--- src/rtl/fpu_mul_sched_if.sv ---
// Handshake bundle between two requesters, the shared significand
// datapath and the result consumer of fpu_mul_sched.
interface fpu_mul_sched_if;
  logic        a_valid;
  logic        a_ready;
  logic [50:0] a_op;
  logic        b_valid;
  logic        b_ready;
  logic [50:0] b_op;
  logic [50:0] dp_op;
  logic [31:0] dp_res;
  logic        rsp_valid;
  logic        rsp_ready;
  logic        rsp_id;
  logic [31:0] rsp_res;

  modport master (
    output a_valid, a_op, b_valid, b_op,
    output dp_res, rsp_ready,
    input  a_ready, b_ready, dp_op,
    input  rsp_valid, rsp_id, rsp_res
  );

  modport slave (
    input  a_valid, a_op, b_valid, b_op,
    input  dp_res, rsp_ready,
    output a_ready, b_ready, dp_op,
    output rsp_valid, rsp_id, rsp_res
  );
endinterface

--- src/rtl/fpu_mul_sched.sv ---
// Two-requester scheduler for a shared FP multiplier significand path.
// Define FPU_MUL_SCHED_RR_EN for round-robin arbitration (default: A wins).
module fpu_mul_sched #(
  parameter int EXEC_CYCLES = 1
) (
  input  logic            clk,
  input  logic            rst_n,
  fpu_mul_sched_if.slave  bus,
  output logic            busy
);

  typedef enum logic [1:0] {
    IDLE = 2'd0,
    EXEC = 2'd1,
    RESP = 2'd2
  } state_t;

  localparam logic [2:0] CNT_INIT = 3'(EXEC_CYCLES - 1);

  state_t      state;
  state_t      state_nxt;
  logic [2:0]  cnt;
  logic [50:0] dp_op_q;
  logic [31:0] rsp_res_q;
  logic        rsp_id_q;
  logic        rsp_valid_q;
  logic        last_grant;
  logic        gnt_a;
  logic        gnt_b;
  logic        idle;
  logic        xfer;
  logic        done;

  always_comb begin
    gnt_b = 1'b0;
`ifdef FPU_MUL_SCHED_RR_EN
    gnt_b = bus.b_valid && (!bus.a_valid || !last_grant);
`else
    gnt_b = bus.b_valid && !bus.a_valid;
`endif
    gnt_a = bus.a_valid && !gnt_b;
  end

  // Ready is gated by rst_n so nothing looks accepted during reset.
  assign idle        = (state == IDLE) && rst_n;
  assign bus.a_ready = idle && gnt_a;
  assign bus.b_ready = idle && gnt_b;
  assign xfer        = bus.a_ready || bus.b_ready;
  assign done        = (state == EXEC) && (cnt == 3'd0);

  always_comb begin
    state_nxt = state;
    unique case (state)
      IDLE: if (xfer) state_nxt = EXEC;
      EXEC: if (done) state_nxt = RESP;
      RESP: if (bus.rsp_ready) state_nxt = IDLE;
      default: state_nxt = IDLE;
    endcase
  end

  always_ff @(posedge clk or negedge rst_n) begin
    if (!rst_n) begin
      state <= IDLE;
    end else begin
      state <= state_nxt;
    end
  end

  always_ff @(posedge clk or negedge rst_n) begin
    if (!rst_n) begin
      dp_op_q     <= '0;
      rsp_res_q   <= '0;
      rsp_id_q    <= 1'b0;
      rsp_valid_q <= 1'b0;
      cnt         <= '0;
      last_grant  <= 1'b1;
    end else begin
      if (xfer) begin
        dp_op_q    <= bus.b_ready ? bus.b_op : bus.a_op;
        rsp_id_q   <= bus.b_ready;
        last_grant <= bus.b_ready;
        cnt        <= CNT_INIT;
      end else if (state == EXEC && cnt != 3'd0) begin
        cnt <= cnt - 3'd1;
      end
      if (done) begin
        rsp_res_q   <= bus.dp_res;
        rsp_valid_q <= 1'b1;
      end else if (state == RESP && bus.rsp_ready) begin
        rsp_valid_q <= 1'b0;
      end
    end
  end

  assign bus.dp_op     = dp_op_q;
  assign bus.rsp_res   = rsp_res_q;
  assign bus.rsp_id    = rsp_id_q;
  assign bus.rsp_valid = rsp_valid_q;
  assign busy          = (state != IDLE);

  a_one_ready: assert property (
    @(posedge clk) disable iff (!rst_n)
    !(bus.a_ready && bus.b_ready));

  a_op_stable: assert property (
    @(posedge clk) disable iff (!rst_n)
    busy |=> (!busy || $stable(bus.dp_op)));

  a_rsp_state: assert property (
    @(posedge clk) disable iff (!rst_n)
    bus.rsp_valid |-> (state == RESP));

endmodule

--- src/flat_wrapper.sv ---
// flat-port wrapper written by rule: the top's interface ports become plain ports
module fpu_mul_sched_flat 
#(
  parameter int EXEC_CYCLES = 1
)
  (clk, rst_n, busy, bus_a_valid, bus_a_op, bus_b_valid, bus_b_op, bus_dp_res, bus_rsp_ready, bus_a_ready, bus_b_ready, bus_dp_op, bus_rsp_valid, bus_rsp_id, bus_rsp_res);
  fpu_mul_sched_if bus_i ();
  input  logic clk;
  input  logic rst_n;
  output logic busy;
  input wire logic [$bits(bus_i.a_valid)-1:0] bus_a_valid;
  input wire logic [$bits(bus_i.a_op)-1:0] bus_a_op;
  input wire logic [$bits(bus_i.b_valid)-1:0] bus_b_valid;
  input wire logic [$bits(bus_i.b_op)-1:0] bus_b_op;
  input wire logic [$bits(bus_i.dp_res)-1:0] bus_dp_res;
  input wire logic [$bits(bus_i.rsp_ready)-1:0] bus_rsp_ready;
  output wire logic [$bits(bus_i.a_ready)-1:0] bus_a_ready;
  output wire logic [$bits(bus_i.b_ready)-1:0] bus_b_ready;
  output wire logic [$bits(bus_i.dp_op)-1:0] bus_dp_op;
  output wire logic [$bits(bus_i.rsp_valid)-1:0] bus_rsp_valid;
  output wire logic [$bits(bus_i.rsp_id)-1:0] bus_rsp_id;
  output wire logic [$bits(bus_i.rsp_res)-1:0] bus_rsp_res;
  assign bus_i.a_valid = bus_a_valid;
  assign bus_i.a_op = bus_a_op;
  assign bus_i.b_valid = bus_b_valid;
  assign bus_i.b_op = bus_b_op;
  assign bus_i.dp_res = bus_dp_res;
  assign bus_i.rsp_ready = bus_rsp_ready;
  assign bus_a_ready = bus_i.a_ready;
  assign bus_b_ready = bus_i.b_ready;
  assign bus_dp_op = bus_i.dp_op;
  assign bus_rsp_valid = bus_i.rsp_valid;
  assign bus_rsp_id = bus_i.rsp_id;
  assign bus_rsp_res = bus_i.rsp_res;
  fpu_mul_sched #(.EXEC_CYCLES(EXEC_CYCLES)) u_core (.clk(clk), .rst_n(rst_n), .bus(bus_i), .busy(busy));
endmodule
--- config.mk ---
export PLATFORM = sky130hd
export DESIGN_NAME = fpu_mul_sched_flat
export DESIGN_NICKNAME = d
export VERILOG_FILES = /design/src/rtl/fpu_mul_sched_if.sv /design/src/rtl/fpu_mul_sched.sv /design/src/flat_wrapper.sv
export SDC_FILE = /design/constraint.sdc
export NUM_CORES = 1
export LEC_CHECK = 0
export ABC_AREA = 1
export BUFFER_PORTS_ARGS = -buffer_cell sky130_fd_sc_hd__buf_2
export CAP_MARGIN = 20
export CORE_MARGIN = 2
export CORE_UTILIZATION = 42
export CTS_CLUSTER_DIAMETER = 200
export DETAILED_ROUTE_END_ITERATION = 12
export PLACE_DENSITY = 0.8
export SYNTH_ARGS = -nofsm -noshare
export SYNTH_HDL_FRONTEND = slang
export SYNTH_SLANG_ARGS = --single-unit
--- constraint.sdc ---
create_clock -name clk -period 1.3 [get_ports clk]
set_input_delay 0.13 -clock clk [delete_from_list [all_inputs] [get_ports clk]]
set_output_delay 0.13 -clock clk [all_outputs]
set_load 0.01 [all_outputs]
* Word level (Yosys, flattened, before mapping) *
Cells that the tools add are included.

word-level totals
  input bits = 139
  output and inout port bits = 88
  word-level logic and storage cells = 39
  bits in registers = 90

operators by class
  $add $sub $neg = 1
  multiplexer cells = 9
  equality and inequality tests = 5
  reductions and logical operators = 18

operators with widths
  cell                                                    number
  2-to-1 mux 51 bit                                       1
  logical AND 1 bit                                       8
  2-to-1 mux 2 bit                                        3
  2-to-1 mux 3 bit                                        2
  one-hot mux 2 bit (3 select lines)                      1
  nonzero test 2 bit                                      3
  inequality test 2 x 1 -> 1 bit (second input constant)  2
  zero test 3 bit                                         1
  AND reduction 3 bit                                     1
  nonzero test 3 bit                                      1
  subtractor 3 x 1 -> 3 bit (second input constant)       1
  == test 2 x 1 -> 1 bit (second input constant)          1
  == test 2 bit (second input constant)                   1
  zero test 1 bit                                         2
  zero test 2 bit                                         1
  2-to-1 mux 1 bit                                        2
  inequality test 2 bit (second input constant)           1
  logical OR 1 bit                                        1

* Logic depth before layout (Yosys ltp) *
  depth in word-level cells = 8
  mapped depth = 8
  depth with buffers taken out = 8

* Worst setup path before layout *
OpenSTA, ideal clock, no wires.

  path kind = flip-flop to flip-flop
  start point = register u_core.cnt[0]
  end point = register u_core.rsp_res_q[13] (netlist: u_core.bus.rsp_res[13])
  setup time = 0.130 ns
  data required time = 1.170 ns
  buffers on the path = 2
  arrival time = 1.174 ns
  cell stages (with the launch flop) = 7
  period minus slack after synthesis = 1.304 ns
  path slack = -0.004 ns
  cell sequence = dfrtp_1 -> inv_1 -> ha_1 -> nand3_1 -> buf_2 -> clkbuf_1 -> o21ai_0

on the way
  cells in the longest elaborated chain, start to end = 2

ends and longest elaborated chain
  element                   RTL line             RTL
  start: declaration        fpu_mul_sched.sv:22  logic [2:0] cnt;
  start signal: assignment  fpu_mul_sched.sv:84  cnt <= cnt - 3'd1;
  zero test 3 bit           fpu_mul_sched.sv:49  assign done = (state == EXEC) && (cnt == 3'd0);
  logical AND 1 bit         fpu_mul_sched.sv:49
  end signal: assignment    fpu_mul_sched.sv:87  rsp_res_q <= bus.dp_res;
  end: declaration          fpu_mul_sched.sv:24  logic [31:0] rsp_res_q;

No other way between the ends.
A chain may end at the register's enable or synchronous reset.

* Final worst setup path *
  start point = register u_core.state[0]
  end point = output bus_b_ready

on the way
  cells in the longest elaborated chain, start to end = 3

ends and longest elaborated chain
  element                   RTL line             RTL
  start: declaration        fpu_mul_sched.sv:20  state_t state;
  start signal: assignment  fpu_mul_sched.sv:65  state <= state_nxt;
  zero test 2 bit           fpu_mul_sched.sv:45  assign idle = (state == IDLE) && rst_n;
  logical AND 1 bit         fpu_mul_sched.sv:45
  logical AND 1 bit         fpu_mul_sched.sv:47  assign bus.b_ready = idle && gnt_b;
  end: declaration          flat_wrapper.sv:18   output wire logic [$bits(bus_i.b_ready)-1:0] bus_b_ready;

No other way between the ends.

==> summary.txt <==
Run status
  • Status: complete, but fails checks
  • Failing checks: setup timing

Route
  • Wire per inst: 15.17 um
  • Routed Antenna Nets: 0
  • Vias per inst: 4.924
  • Initial DRT Pass Iterations: 6
  • Post-route DRC: 0
  • Vias: approximately 5100
  • DRT iter0 DRCs: between 400 and 500
  • Routed WL: approximately 16 mm

CTS
  • CTS buffer count: 9
  • CTS Root Buffer Type: clkbuf_8
  • Reg clk slew, reported paths: 0.09 ns
  • Clk sinks: 90
  • Clock Path Buffers: 2
  • CTS tree: done
  • Worst-skew pair later-pin latency: 0.37 ns
  • H-Tree Depth: 3

Run
  • Max-Cap Viols: 0

Final layout
  • Ant diodes: 0
  • Most frequent cells in the layout: 222 x buf_2, 159 x nand2_1, 141 x inv_1, 89 x dfrtp_1, 51 x nand4_1
  • Share of layout cells above drive strength 1: between 40 and 50%
  • Area Overhead vs Synth: 61.66%
  • Most common cell after layout, fill and taps aside: buf_2
  • Final nets: just over 1000
  • Non-Filler Instances: 1035

Yosys
  • Syn Nets: 762
  • Ys async rst share: 100.0%
  • Ys flop type: dfrtp_1
  • Synth Area per Inst: roughly 7.4 um^2
  • Synth Warn #: 0
  • Netlist cell types: 18
  • Post-synth EDFFs: 0
  • Mapped Cells: between 600 and 700
  • Register bit total from synthesis: 90
  • Seq/Total Area, Yosys: 49.26%
  • Synth Cell Area: 4572 um^2

STA
  • # setup viols final: 93
  • Worst Setup Slack, final: -0.2416 ns
  • RSZ-0062 raised after global routing: yes
  • FMAX: around 650 MHz
  • Worst clock skew: 0.01508 ns
  • Tmin final: 1.542 ns
  • Hold_ws: 0.008699 ns
  • Final hold vios: 0
  • Final slew viol count: 0
  • Final Cycle Share: 118.6%
  • Max_slew headroom: 73.41%
  • Worst Max-Slew Pin Slew: 0.3975 ns

Worst setup path
  • Startpoint class of the critical path: register
  • CP max FO: 2
  • WP data required: ~1.2 ns
  • Crit path DAT: 1.41 ns
  • Worst Setup Path Type: register to output pin
  • Critical path capture point type: output pin

Placed design
  • Post-placement cell count: 974
  • HPWL after DPL: approximately 9.5 mm
  • # port buffers: 226
  • GP Congestion: 0.8095

Global route
  • Total gr overflow: 0
  • First-pass GRT wire length: 23.47 mm
  • Largest net degree at the start of global routing: between 40 and 50
  • GRT Total Usage: between 20% and 30%
  • Vias in the first global route: 4898
  • Initial antenna violation count: 1

Worst hold path
  • Hold WC Path Type: input pin to register

Die
  • Initial Util: 42.55%
  • Row count: 38
  • Area of the core: 10750 um^2
  • Die Wd: approximately 110 um
  • Die area: 11740 um^2
  • I/O pin total: roughly 230
  • Vert. Die Dim: ~110 um

Pwr
  • P_leak: roughly 4.4 nW
  • Pwr/cell area: 2103 nW/um^2
  • Peak supply drop: about 1300 uV
## kinds of logic (layout without fill, tap and decap cells)
family,count (synthesis),after routing,synth area share (%)
fa+ha+maj,2,2,0.5473
flops,90,90,49.26
simple gates,311,311,30.21
buf+inv,181,455,15.43
compound gates,36,36,4.351
xor+xnor,1,1,0.1916
## synth_stat cells, types with 2 or more instances
library cell | count | area share, %
nand2_1 | 198 | 16
inv_1 | 143 | 12
dfrtp_1 | 90 | 49
nand3_1 | 54 | 5.9
nand4_1 | 51 | 7.0
o21ai_0 | 34 | 3.7
clkbuf_1 | 26 | 2.1
buf_2 | 6 | 0.66
buf_4 | 5 | 0.82
nor2_1 | 4 | 0.33
ha_1 | 2 | 0.55
nor2_2 | 2 | 0.27
## critical path, stage by stage, from the launching register on
cell	delay [ns]
dfrtp_1	0.42
nor2_4	0.15
buf_6	0.14
nand3_4	0.08
buf_6	0.13
inv_2	0.04
buf_6	0.09
## flip-flops by register name (all words and copies together), names as in the netlist
register	flops
u_core.cnt	3
u_core.bus.dp_op	51
u_core.state	2
u_core.bus.rsp_id	1
u_core.bus.rsp_res	32
u_core.bus.rsp_valid	1
## through the flow
stage	power [W]	setup WS [ns]	util, %	setup TNS (ns)	instance area [um^2]
final	0.01554	-0.2416	68.78	-17.04	7391
after global routing	0.01653	-0.3177	68.78	-23.13	7391
after CTS	0.01500	-0.2503	66.09	-18.50	7102
after detailed placement	0.01068	-0.06985	56.04	-2.044	6022
after global placement	0.01049	-0.003615	56.04	-0.008283	6022
after floorplan	0.008013	0.02379	-	0	4573
## layout make-up
class | count | area [um^2]
clock buffer | 9 | 123.9
inverter | 143 | 539.3
fill | 823 | 3354
timing repair buffer | 296 | 2245
sequential | 90 | 2253
multi-input combinational | 350 | 2008
clock inverter | 7 | 46.29
tap | 140 | 175.2
## metal layers
layer	vias up	share of wire (%)	track usage, %	wire length (um)
met2	270	49	45.51	7755
met4	0	2.8	8.883	433
met5	-	0	0	0
met1	2340	39	31.53	6183
met3	46	8.5	5.244	1329
li1	2440	-	-	-
## final timing paths
path                                          endpoint                 from  slack (ns)  cells after the start
worst max-delay path                       bus_b_ready      u_core.state[0]       -0.24                      6
worst min-delay path            u_core.bus.rsp_res[30]       bus_dp_res[30]       0.009                      3
worst max register to register    u_core.bus.dp_op[23]      u_core.state[0]       -0.24                      9
worst min register to register     u_core.bus.dp_op[0]  u_core.bus.dp_op[0]        0.48                      2
max in group asynchronous        u_core.bus.rsp_res[4]                rst_n        0.22                      4
min in group asynchronous          u_core.bus.dp_op[8]                rst_n        0.60                      3
## where the power goes
group	internal [W]	leakage (nW)	switching [W]
logic	0.00432	3.19	0.00448
registers	0.00415	1.11	0.000872
clock network	0.000687	0.0810	0.00103
total	0.00916	4.38	0.00638
## timing repair
item,in CTS,in global routing
endpoints found under the hold margin,49,0
setup buffers,25,1
endpoints found under the setup margin,87,93
hold buffers,7,0
pin swaps,21,56
cloned,13,3
resized for setup,96,62
Power figures use the tool's default switching activity.
